<file path="src/rtl/decode_pkg.sv">
`default_nettype none
// ----------------------------------------------------------------------------
// decode_pkg: shared pipeline types for the decode/execute boundary. Rev 1.0
// ----------------------------------------------------------------------------
package decode_pkg;

  typedef enum logic [2:0] {
    IMM_I     = 3'd0,
    IMM_S     = 3'd1,
    IMM_B     = 3'd2,
    IMM_J     = 3'd3,
    IMM_SHAMT = 3'd4,
    IMM_U     = 3'd5
  } imm_src_t;

  typedef enum logic [1:0] {
    RES_ALU = 2'd0,
    RES_MEM = 2'd1,
    RES_PC4 = 2'd2
  } result_src_t;

  localparam logic [3:0] ALU_ADD    = 4'b0000;
  localparam logic [3:0] ALU_SUB    = 4'b1000;
  localparam logic [3:0] ALU_PASS_B = 4'b1001;

  localparam logic [6:0] OPC_OP     = 7'b0110011;
  localparam logic [6:0] OPC_OP_IMM = 7'b0010011;
  localparam logic [6:0] OPC_LOAD   = 7'b0000011;
  localparam logic [6:0] OPC_STORE  = 7'b0100011;
  localparam logic [6:0] OPC_BRANCH = 7'b1100011;
  localparam logic [6:0] OPC_JAL    = 7'b1101111;
  localparam logic [6:0] OPC_JALR   = 7'b1100111;
  localparam logic [6:0] OPC_LUI    = 7'b0110111;

  typedef struct packed {
    logic        register_write;
    result_src_t result_src;
    logic        mem_load;
    logic        mem_store;
    logic        branch;
    logic        jal;
    logic        jalr;
    logic [2:0]  branch_op;
    logic [3:0]  alu_control;
    logic        alu_src;
  } id_exe_ctrl_t;

endpackage
`default_nettype wire

</file>
<file path="src/rtl/control_decoder.sv">
`default_nettype none
// ----------------------------------------------------------------------------
// control_decoder: opcode/funct to execute-stage control and imm format. Rev 1.0
// ----------------------------------------------------------------------------
module control_decoder
  import decode_pkg::*;
(
  input  logic [6:0]   opcode,
  input  logic [2:0]   funct3,
  input  logic         funct7_5,
  output id_exe_ctrl_t ctrl,
  output imm_src_t     imm_src
);

  always_comb begin
    ctrl             = '0;
    imm_src          = IMM_I;
    ctrl.branch_op   = funct3;
    ctrl.alu_control = ALU_ADD;
    case (opcode)
      OPC_OP: begin
        ctrl.register_write = 1'b1;
        ctrl.alu_control    = {funct7_5, funct3};
      end
      OPC_OP_IMM: begin
        ctrl.register_write = 1'b1;
        ctrl.alu_src        = 1'b1;
        // Only shifts carry funct7; other immediates would leak imm bit 10.
        if (funct3 == 3'b001 || funct3 == 3'b101) begin
          imm_src          = IMM_SHAMT;
          ctrl.alu_control = {funct7_5 & (funct3 == 3'b101), funct3};
        end else begin
          ctrl.alu_control = {1'b0, funct3};
        end
      end
      OPC_LOAD: begin
        ctrl.register_write = 1'b1;
        ctrl.mem_load       = 1'b1;
        ctrl.result_src     = RES_MEM;
        ctrl.alu_src        = 1'b1;
      end
      OPC_STORE: begin
        ctrl.mem_store = 1'b1;
        ctrl.alu_src   = 1'b1;
        imm_src        = IMM_S;
      end
      OPC_BRANCH: begin
        ctrl.branch      = 1'b1;
        ctrl.alu_control = ALU_SUB;
        imm_src          = IMM_B;
      end
      OPC_JAL: begin
        ctrl.register_write = 1'b1;
        ctrl.jal            = 1'b1;
        ctrl.result_src     = RES_PC4;
        imm_src             = IMM_J;
      end
      OPC_JALR: begin
        ctrl.register_write = 1'b1;
        ctrl.jalr           = 1'b1;
        ctrl.result_src     = RES_PC4;
        ctrl.alu_src        = 1'b1;
      end
      OPC_LUI: begin
        ctrl.register_write = 1'b1;
        ctrl.alu_src        = 1'b1;
        ctrl.alu_control    = ALU_PASS_B;
        imm_src             = IMM_U;
      end
      default: ;
    endcase
  end

endmodule
`default_nettype wire

</file>
<file path="src/rtl/decode_stage_reg_file_2r1w.sv">
`default_nettype none
// ----------------------------------------------------------------------------
// reg_file_2r1w: scalar register file, x0 hardwired, write-back bypass. Rev 1.0
// ----------------------------------------------------------------------------
module reg_file_2r1w #(
  parameter int              XLEN    = 32,
  parameter int              NREGS   = 32,
  parameter logic [XLEN-1:0] SP_INIT = 'h300,
  parameter logic [XLEN-1:0] GP_INIT = 'h300
) (
  input  logic            clk,
  input  logic            rst,
  input  logic [4:0]      ra1,
  input  logic [4:0]      ra2,
  output logic [XLEN-1:0] rd1,
  output logic [XLEN-1:0] rd2,
  input  logic            wr_en,
  input  logic [4:0]      wr_addr,
  input  logic [XLEN-1:0] wr_data
);

  localparam int RW = $clog2(NREGS);

  logic [XLEN-1:0] r_regs [NREGS];

  function automatic logic in_range(input logic [4:0] a);
    return 32'(a) < NREGS;
  endfunction

  function automatic logic [XLEN-1:0] read_port(
    input logic [4:0]      a,
    input logic            we,
    input logic [4:0]      wa,
    input logic [XLEN-1:0] wd,
    input logic [XLEN-1:0] stored
  );
    if (a == 5'd0)            return '0;
    if (we && wa == a)        return wd;
    if (in_range(a))          return stored;
    return '0;
  endfunction

  assign rd1 = read_port(ra1, wr_en, wr_addr, wr_data, r_regs[ra1[RW-1:0]]);
  assign rd2 = read_port(ra2, wr_en, wr_addr, wr_data, r_regs[ra2[RW-1:0]]);

  always_ff @(posedge clk) begin
    if (rst) begin
      for (int i = 0; i < NREGS; i++)
        r_regs[i] <= (i == 2) ? SP_INIT : (i == 3) ? GP_INIT : '0;
    end else if (wr_en && wr_addr != 5'd0 && in_range(wr_addr)) begin
      r_regs[wr_addr[RW-1:0]] <= wr_data;
    end
  end

endmodule
`default_nettype wire

</file>
<file path="src/rtl/decode_stage.sv">
`default_nettype none
// ----------------------------------------------------------------------------
// decode_stage: RV32I/RV32E decode with load-use stall and flush. Rev 1.0
// ----------------------------------------------------------------------------
module decode_stage
  import decode_pkg::*;
#(
  parameter int              XLEN    = 32,
  parameter int              NREGS   = 32,
  parameter logic [XLEN-1:0] SP_INIT = 'h300,
  parameter logic [XLEN-1:0] GP_INIT = 'h300
) (
  input  logic            clk,
  input  logic            rst,
  input  logic            flush,
  input  logic            in_valid,
  output logic            in_ready,
  input  logic [31:0]     in_instr,
  input  logic [XLEN-1:0] in_pc,
  input  logic [XLEN-1:0] in_pc_inc,
  output logic            out_valid,
  input  logic            out_ready,
  output id_exe_ctrl_t    out_ctrl,
  output logic [XLEN-1:0] out_rs1,
  output logic [XLEN-1:0] out_rs2,
  output logic [4:0]      out_a1,
  output logic [4:0]      out_a2,
  output logic [4:0]      out_rd,
  output logic [XLEN-1:0] out_imm,
  output logic [XLEN-1:0] out_pc,
  output logic [XLEN-1:0] out_pc_inc,
  output logic            out_illegal,
  input  logic            wb_wr_en,
  input  logic [4:0]      wb_rd,
  input  logic [XLEN-1:0] wb_wr_data
);

  logic [4:0]        w_a1, w_a2, w_rd;
  id_exe_ctrl_t      w_ctrl, w_ctrl_safe;
  imm_src_t          w_imm_src;
  logic [XLEN-1:0]   w_imm, w_rs1, w_rs2;
  logic              w_illegal, w_hazard, w_load, w_take;
  logic signed [11:0] w_imm_i, w_imm_s;
  logic signed [12:0] w_imm_b;
  logic signed [20:0] w_imm_j;
  logic signed [31:0] w_imm_u;

  assign w_a1 = in_instr[19:15];
  assign w_a2 = in_instr[24:20];
  assign w_rd = in_instr[11:7];

  control_decoder u_ctrl (
    .opcode   (in_instr[6:0]),
    .funct3   (in_instr[14:12]),
    .funct7_5 (in_instr[30]),
    .ctrl     (w_ctrl),
    .imm_src  (w_imm_src)
  );

  reg_file_2r1w #(
    .XLEN    (XLEN),
    .NREGS   (NREGS),
    .SP_INIT (SP_INIT),
    .GP_INIT (GP_INIT)
  ) u_rf (
    .clk     (clk),
    .rst     (rst),
    .ra1     (w_a1),
    .ra2     (w_a2),
    .rd1     (w_rs1),
    .rd2     (w_rs2),
    .wr_en   (wb_wr_en),
    .wr_addr (wb_rd),
    .wr_data (wb_wr_data)
  );

  assign w_imm_i = in_instr[31:20];
  assign w_imm_s = {in_instr[31:25], in_instr[11:7]};
  assign w_imm_b = {in_instr[31], in_instr[7], in_instr[30:25], in_instr[11:8], 1'b0};
  assign w_imm_j = {in_instr[31], in_instr[19:12], in_instr[20], in_instr[30:21], 1'b0};
  assign w_imm_u = {in_instr[31:12], 12'b0};

  always_comb begin
    w_imm = '0;
    case (w_imm_src)
      IMM_I:     w_imm = XLEN'(w_imm_i);
      IMM_S:     w_imm = XLEN'(w_imm_s);
      IMM_B:     w_imm = XLEN'(w_imm_b);
      IMM_J:     w_imm = XLEN'(w_imm_j);
      IMM_SHAMT: w_imm = XLEN'(in_instr[24:20]);
      IMM_U:     w_imm = XLEN'(w_imm_u);
      default:   w_imm = '0;
    endcase
  end

  // Out-of-range registers only exist in the RV32E configuration.
  assign w_illegal = (32'(w_a1) >= NREGS) | (32'(w_a2) >= NREGS) | (32'(w_rd) >= NREGS);

  always_comb begin
    w_ctrl_safe = w_ctrl;
    if (w_illegal) begin
      w_ctrl_safe.register_write = 1'b0;
      w_ctrl_safe.mem_load       = 1'b0;
      w_ctrl_safe.mem_store      = 1'b0;
    end
  end

  assign w_hazard = out_valid && out_ctrl.mem_load && (out_rd != 5'd0) &&
                    ((out_rd == w_a1) || (out_rd == w_a2)) && in_valid;
  assign in_ready = flush | ((!out_valid | out_ready) & !w_hazard);
  assign w_load   = !out_valid | out_ready | flush;
  assign w_take   = in_valid & in_ready & !flush;

  always_ff @(posedge clk) begin
    if (rst) begin
      out_valid   <= 1'b0;
      out_ctrl    <= '0;
      out_rs1     <= '0;
      out_rs2     <= '0;
      out_a1      <= '0;
      out_a2      <= '0;
      out_rd      <= '0;
      out_imm     <= '0;
      out_pc      <= '0;
      out_pc_inc  <= '0;
      out_illegal <= 1'b0;
    end else if (w_load) begin
      out_valid <= w_take;
      if (w_take) begin
        out_ctrl    <= w_ctrl_safe;
        out_rs1     <= w_rs1;
        out_rs2     <= w_rs2;
        out_a1      <= w_a1;
        out_a2      <= w_a2;
        out_rd      <= w_rd;
        out_imm     <= w_imm;
        out_pc      <= in_pc;
        out_pc_inc  <= in_pc_inc;
        out_illegal <= w_illegal;
      end else begin
        out_ctrl <= '0;
      end
    end
  end

endmodule
`default_nettype wire

</file>
<file path="config.mk">
export PLATFORM = sky130hd
export DESIGN_NAME = decode_stage
export DESIGN_NICKNAME = d
export VERILOG_FILES = /design/src/rtl/decode_pkg.sv /design/src/rtl/control_decoder.sv /design/src/rtl/decode_stage_reg_file_2r1w.sv /design/src/rtl/decode_stage.sv
export SDC_FILE = /design/constraint.sdc
export NUM_CORES = 2
export LEC_CHECK = 0
export ABC_AREA = 1
export CAP_MARGIN = 5
export CORE_MARGIN = 2
export CORE_UTILIZATION = 35
export DETAILED_ROUTE_END_ITERATION = 10
export HOLD_SLACK_MARGIN = 0.06
export PLACE_DENSITY = 0.61
export SLEW_MARGIN = 10
export SYNTH_ARGS = -nofsm -noshare
export SYNTH_HDL_FRONTEND = slang
export SYNTH_HIERARCHICAL = 1
export SYNTH_SLANG_ARGS = --single-unit
</file>
<file path="constraint.sdc">
create_clock -name clk -period 5.1 [get_ports clk]
set_input_delay 1.275 -clock clk [delete_from_list [all_inputs] [get_ports clk]]
set_output_delay 1.275 -clock clk [all_outputs]
set_load 0.005 [all_outputs]
</file>
Word-level counts from Yosys, hierarchy flattened
Memories as Yosys holds them, arrays and structs flattened.
Index checks and enable logic that the tools add are counted.
{"block": "word_totals", "elab_cells": 110, "n_memories": 1, "inputBits": 139, "ram_bits": 1024, "out_inout_bits": 194, "reg_bits": 192}
{"name": "u_rf.r_regs", "words": 32, "width": 32, "read_ports": 2, "rd_ports_with_merged_regs": 0, "write_ports": 32, "line": "decode_stage_reg_file_2r1w.sv:24", "rtl": "logic [XLEN-1:0] r_regs [NREGS];"}
{"block": "classes", "reduce_logical": 22, "bitwise_logic": 7, "eq_ne": 19, "mux": 42}
{"op": "32-bit 2-to-1 mux", "count": 11}
{"op": "32-bit one-hot mux with 6 select lines", "count": 1}
{"op": "32-bit OR reduction", "count": 1}
{"op": "1-bit 2-to-1 mux", "count": 23}
{"op": "7-bit by 6-bit equality test with 1-bit output, second input constant", "count": 3}
{"op": "7-bit equality test, second input constant", "count": 3}
{"op": "5-bit equality test", "count": 4}
{"op": "16-bit 2-to-1 mux", "count": 1}
{"op": "4-bit one-hot mux with 4 select lines", "count": 1}
{"op": "3-bit one-hot mux with 5 select lines", "count": 1}
{"op": "5-bit zero test", "count": 2}
{"op": "5-bit nonzero test", "count": 2}
{"op": "3-bit equality test, second input constant", "count": 3}
{"op": "7-bit by 2-bit equality test with 1-bit output, second input constant", "count": 1}
{"op": "7-bit by 5-bit equality test with 1-bit output, second input constant", "count": 1}
{"op": "1-bit logical AND", "count": 7}
{"op": "3-bit by 1-bit equality test with 1-bit output, second input constant", "count": 2}
{"op": "3-bit by 2-bit equality test with 1-bit output, second input constant", "count": 2}
{"op": "6-bit OR reduction", "count": 1}
{"op": "5-bit 2-to-1 mux", "count": 1}
{"op": "5-bit OR reduction", "count": 1}
{"op": "1-bit AND", "count": 4}
{"op": "4-bit 2-to-1 mux", "count": 1}
{"op": "2-bit one-hot mux with 2 select lines", "count": 1}
{"op": "other kinds (7)", "count": 12}

Longest topological paths before layout
{"block": "depth", "ltp_word": 10, "depth_mapped": 17, "ltp_nobuf": 17}

Hierarchy
Netlist, hierarchy kept.
{"module": "reg_file_2r1w", "seq_area_each_um2": 30749.5, "area_each_um2": 58167.0, "instances": 1, "cells_each": 7443}
{"module": "decode_stage", "seq_area_each_um2": 3843.7, "area_each_um2": 8315.5, "instances": 1, "cells_each": 1309}
{"module": "control_decoder", "seq_area_each_um2": 0.0, "area_each_um2": 315.3, "instances": 1, "cells_each": 70}

Worst setup path before layout
OpenSTA, ideal clock, no wires.
{"block": "synth_path", "kind": "input -> register", "startpoint": "input wb_rd[2]", "endpoint": "memory u_rf.r_regs[27][0] (enable)", "setup_time_ps": 478, "t_required_ps": 4622, "t_arrival_ps": 2994, "cell_stages": 10, "n_path_buf": 2, "slack_ps": 1628, "path_cell_list": "clkbuf_2 > nor3_1 > inv_1 > o21ai_1 > inv_1 > nand2_1 > inv_2 > nand2_1 > buf_2 > nand2_1"}
{"item": "from (decl)", "line": "decode_stage.sv:34", "rtl": "input logic [4:0] wb_rd,"}
{"item": "to (decl)", "line": "decode_stage_reg_file_2r1w.sv:24"}

Final worst setup path
{"block": "layout_path", "startpoint": "input in_instr[20]", "endpoint": "output in_ready"}
{"block": "layout_via", "elab_chain_len": 7}
{"item": "from (decl)", "line": "decode_stage.sv:18", "rtl": "input logic [31:0] in_instr,"}
{"item": "5-bit equality test", "line": "decode_stage.sv:109", "rtl": "((out_rd == w_a1) || (out_rd == w_a2)) && in_valid;"}
{"item": "1-bit logical OR", "line": "decode_stage.sv:109"}
{"item": "1-bit logical AND", "line": "decode_stage.sv:108", "rtl": "assign w_hazard = out_valid && out_ctrl.mem_load && (out_rd != 5'd0) &&"}
{"item": "1-bit logical AND", "line": "decode_stage.sv:109"}
{"item": "1-bit zero test", "line": "decode_stage.sv:110", "rtl": "assign in_ready = flush | ((!out_valid | out_ready) & !w_hazard);"}
{"item": "1-bit AND", "line": "decode_stage.sv:110"}
{"item": "1-bit OR", "line": "decode_stage.sv:110"}
{"item": "to (decl)", "line": "decode_stage.sv:17", "rtl": "output logic in_ready,"}
Every way passes these cells.

==> results.sh <==
export IMPL_outcome="completed"
export IMPL_vias=61900
export IMPL_p_clk_frac=0.405
export IMPL_grt_usage=0.260
export IMPL_synthTopCellsByArea="edfxtp_1, nand2_1, nor2_1, nand3_1, dfxtp_1"
export IMPL_worst_path_max_delay_cell="clkdlybuf4s50_1"
export IMPL_ant_nets=0
export IMPL_numCtsBuffers=136
export IMPL_cts_resized=0
export IMPL_clockRootBuffer="clkbuf_16"
export IMPL_drtIter0Drc=7814
export IMPL_fp_coreArea_um2=190000
export IMPL_cap_violations=0
export IMPL_setup_tns_ns=0
export IMPL_synthFlopType="edfxtp_1"
export IMPL_worstHoldPathCells=2
export IMPL_place_ws_ns=0.865
export IMPL_leakagePower_nw=33.2
export IMPL_avgSynthCellArea_um2=7.57
export IMPL_crit_buf_inv=2
export IMPL_clk_latency_ns=0.84
export IMPL_synthArstFlopShare=0
export IMPL_cts_clk_slew_worst_paths_ns=0.06
export IMPL_drv_slew=0
export IMPL_critPathKind="input port to output pin"
export IMPL_synth_top_cell_by_area="edfxtp_1"
export IMPL_internal_power_w=0.0183
export IMPL_std_cell_rows=160
export IMPL_power_share_sequential=0.455
export IMPL_placed_area_um2=72600
export IMPL_die_area_um2=194000
export IMPL_min_to="out_ctrl[5]$_SDFFE_PP0P_"
export IMPL_yosysSeqAreaShare=0.518
export IMPL_ir_drop_mv=0.384
export IMPL_route_detailed_drc=0
export IMPL_setup_ws_ns=0.888
export IMPL_whs_ns=0.465
export IMPL_ys_warn_count=6
export IMPL_finalHoldViolCount=0
export IMPL_cts_tree="built"
export IMPL_die_w_um=441
export IMPL_skew_ns=0.0211
export IMPL_synth_most_common_cell="nand2_1"
export IMPL_timing_rr_end="out_rs1[24]$_SDFFE_PP0P_"
export IMPL_place_gp_congestion=0.956
export IMPL_hpwlAfterDp_um=158000
export IMPL_crit_path_end_kind="output pin"
export IMPL_reg2reg_setup_slack_ns=2.24
export IMPL_crit_path_frequent_cell="nor2_1"
export IMPL_powerDensity_nw_per_um2=330
export IMPL_syn_area_um2=66800
export IMPL_cp_cell_sequence="buf_8 > nor2_1 > nor2_1 > nor2_1 > nand3_1 > nand2_1 > a21oi_1 > clkdlybuf4s50_1"
export IMPL_finalSetupViolations=0
export IMPL_worstMarginPinSlew_ns=1.28
export IMPL_grt_max_degree=212
export IMPL_p_switching_w=0.00718
export IMPL_post_cts_buffers=0
export IMPL_place_port_buffers=331
export IMPL_pin_count=333
export IMPL_finalNetCount=8968
export IMPL_maxSlewHeadroom=0.145
export IMPL_fin_crit_ns=4.21
export IMPL_ctsLongestPathBuffers=3
export IMPL_synth_cells=8822
export IMPL_comb_power_share=0.140
export IMPL_synth_edf_count=1024
export IMPL_hp_class="flip-flop to flip-flop"
export IMPL_wl_um=260000
export IMPL_synth_top_area_frac=0.460
export IMPL_die_h_um=441
export IMPL_period_share=0.826
export IMPL_ys_seq_elements=1216
export IMPL_layout_drive_gt1_share=0.0602
export IMPL_antenna_found_initial=14
export IMPL_switching_share=0.281
export IMPL_crit_family="buffers and inverters"
export IMPL_htree_levels=4
export IMPL_grt_pass1_wl_um=376000
export IMPL_rr_worst_depth=12
export IMPL_gr_total_overflow=0
export IMPL_wire_per_inst_um=22.7
export IMPL_rsz0062_at_grt="false"
export IMPL_fmax_ghz=0.237
export IMPL_cp_required_ns=3.83
export IMPL_cts_hold_fix_buffers=0
export IMPL_crit_path_max_incr_delay_ns=0.57
export IMPL_via_per_inst=5.40
export IMPL_areaGrowthSynthToFinish_pct=15.7
export IMPL_hp_start="out_ctrl[5]$_SDFFE_PP0P_"
export IMPL_synth_cell_types=32
export IMPL_grt_pass1_vias=58000
export IMPL_timing_rr_start="out_rd[4]$_SDFFE_PP0P_"
export IMPL_numClockSinks=1216
export IMPL_fill_cells=18800
export IMPL_path_max_fanout=43
export IMPL_critPathLaunchType="input port"
export IMPL_synthTopCellsByCount="nand2_1, nor2_1, nand3_1"
export IMPL_initial_utilization=0.352
export IMPL_fin_area_um2=77300
export IMPL_arrival_ns=2.94
export IMPL_first_pass_iters=8
cells in the final DEF, fill, tap and decap left out, types with 15 or more instances in the layout:
master,count
clkdlybuf4s50_1,320
o21ai_0,397
edfxtp_1,1024
clkbuf_1,25
clkbuf_16,136
buf_4,175
inv_1,837
bufinv_16,15
buf_12,47
clkinv_1,21
o211ai_1,188
or2_2,56
nor2_1,1695
conb_1,33
clkinv_2,29
nand2_1,2240
nand3_1,1092
nand4_1,29
dfxtp_1,192
a21oi_1,285
routing by layer:
metal | GRT usage | part of all wire | wire length, um
met1 | 0.320 | 0.37 | 96700
met2 | 0.410 | 0.45 | 117000
met3 | 0.0609 | 0.11 | 29200
met4 | 0.163 | 0.067 | 17400
met5 | 0 | 0.00033 | 87
how the worst max path moves through the flow:
| stage | startpoint | end | slack (ns) | depth (start not counted) |
|---|---|---|---|---|
| after CTS | in_instr[20] | in_ready | 0.86 | 8 |
| after global routing | in_instr[20] | in_ready | 0.75 | 8 |
| after floorplan | wb_rd[2] | u_rf/r_regs[27][0]$_SDFFCE_PN0P_ | 1.63 | 10 |
| after detailed placement | wb_rd[4] | u_rf/r_regs[3][26]$_SDFFCE_PN0P_ | 0.87 | 10 |
| after global placement | in_instr[20] | in_ready | 0.83 | 8 |
| final | in_instr[20] | in_ready | 0.89 | 8 |
final cells by class:
cell class | count | area, um2 | area share
clock inverters | 76 | 976 | 0.0126
inverters | 859 | 3260 | 0.0422
flip-flops and latches | 1216 | 34600 | 0.448
well taps | 2511 | 3140 | 0.0407
clock buffers | 173 | 3660 | 0.0473
multi-input cells | 6067 | 26100 | 0.338
repair buffers | 549 | 5540 | 0.0716
diodes | 7 | 17.5 | 0.000227
sequential cells by signal, indices dropped and copies added (netlist names):
register	cells
u_rf/r_regs	1024
out_imm	32
out_pc	32
out_pc_inc	32
out_rs1	32
out_rs2	32
out_ctrl	16
out_a1	5
out_a2	5
out_rd	5
out_valid	1
cell families (layout without fill, tap and decap cells):
group | count (synthesis) | after routing | share of synthesized area
AND/OR/NAND/NOR | 5149 | 5149 | 0.314
flip-flops | 1216 | 1216 | 0.518
other | 2 | 40 | 0.000112
AO/OA/AOI/OAI | 881 | 881 | 0.0732
buffers and inverters | 1570 | 1657 | 0.0940
XOR/XNOR | 4 | 4 | 0.000525
metrics by stage:
stage | utilization | power (W) | cells
2_1_floorplan | - | 0.0137 | 8853
3_3_place_gp | 0.382 | 0.0152 | 11200
3_5_place_dp | 0.382 | 0.0153 | 11200
4_1_cts | 0.407 | 0.0256 | 11500
5_1_grt | 0.407 | 0.0263 | 11500
6_report | 0.407 | 0.0255 | 11500
worst register-to-register path: stages, from the launching register on:
cell and delay, ns:
dfxtp_1 0.55, inv_2 0.09, nand2_1 0.07, nand2_1 0.06, nor2_1 0.10, nand3_1 0.08, nand2_1 0.19, nand2_2 0.40
nand3_4 0.29, buf_12 0.51, nand2_1 0.29, nand2_1 0.09, nor2_1 0.05
power by group through the flow:
stage                     logic [W]  registers, W  clock network, W
after detailed placement    0.00348        0.0118                 0
after global placement      0.00344        0.0118                 0
final                       0.00358        0.0116            0.0103
after floorplan             0.00201        0.0117                 0
after global routing        0.00387        0.0117            0.0108
after CTS                   0.00350        0.0116            0.0105
No activity file was read; power rests on OpenSTA's default activity.
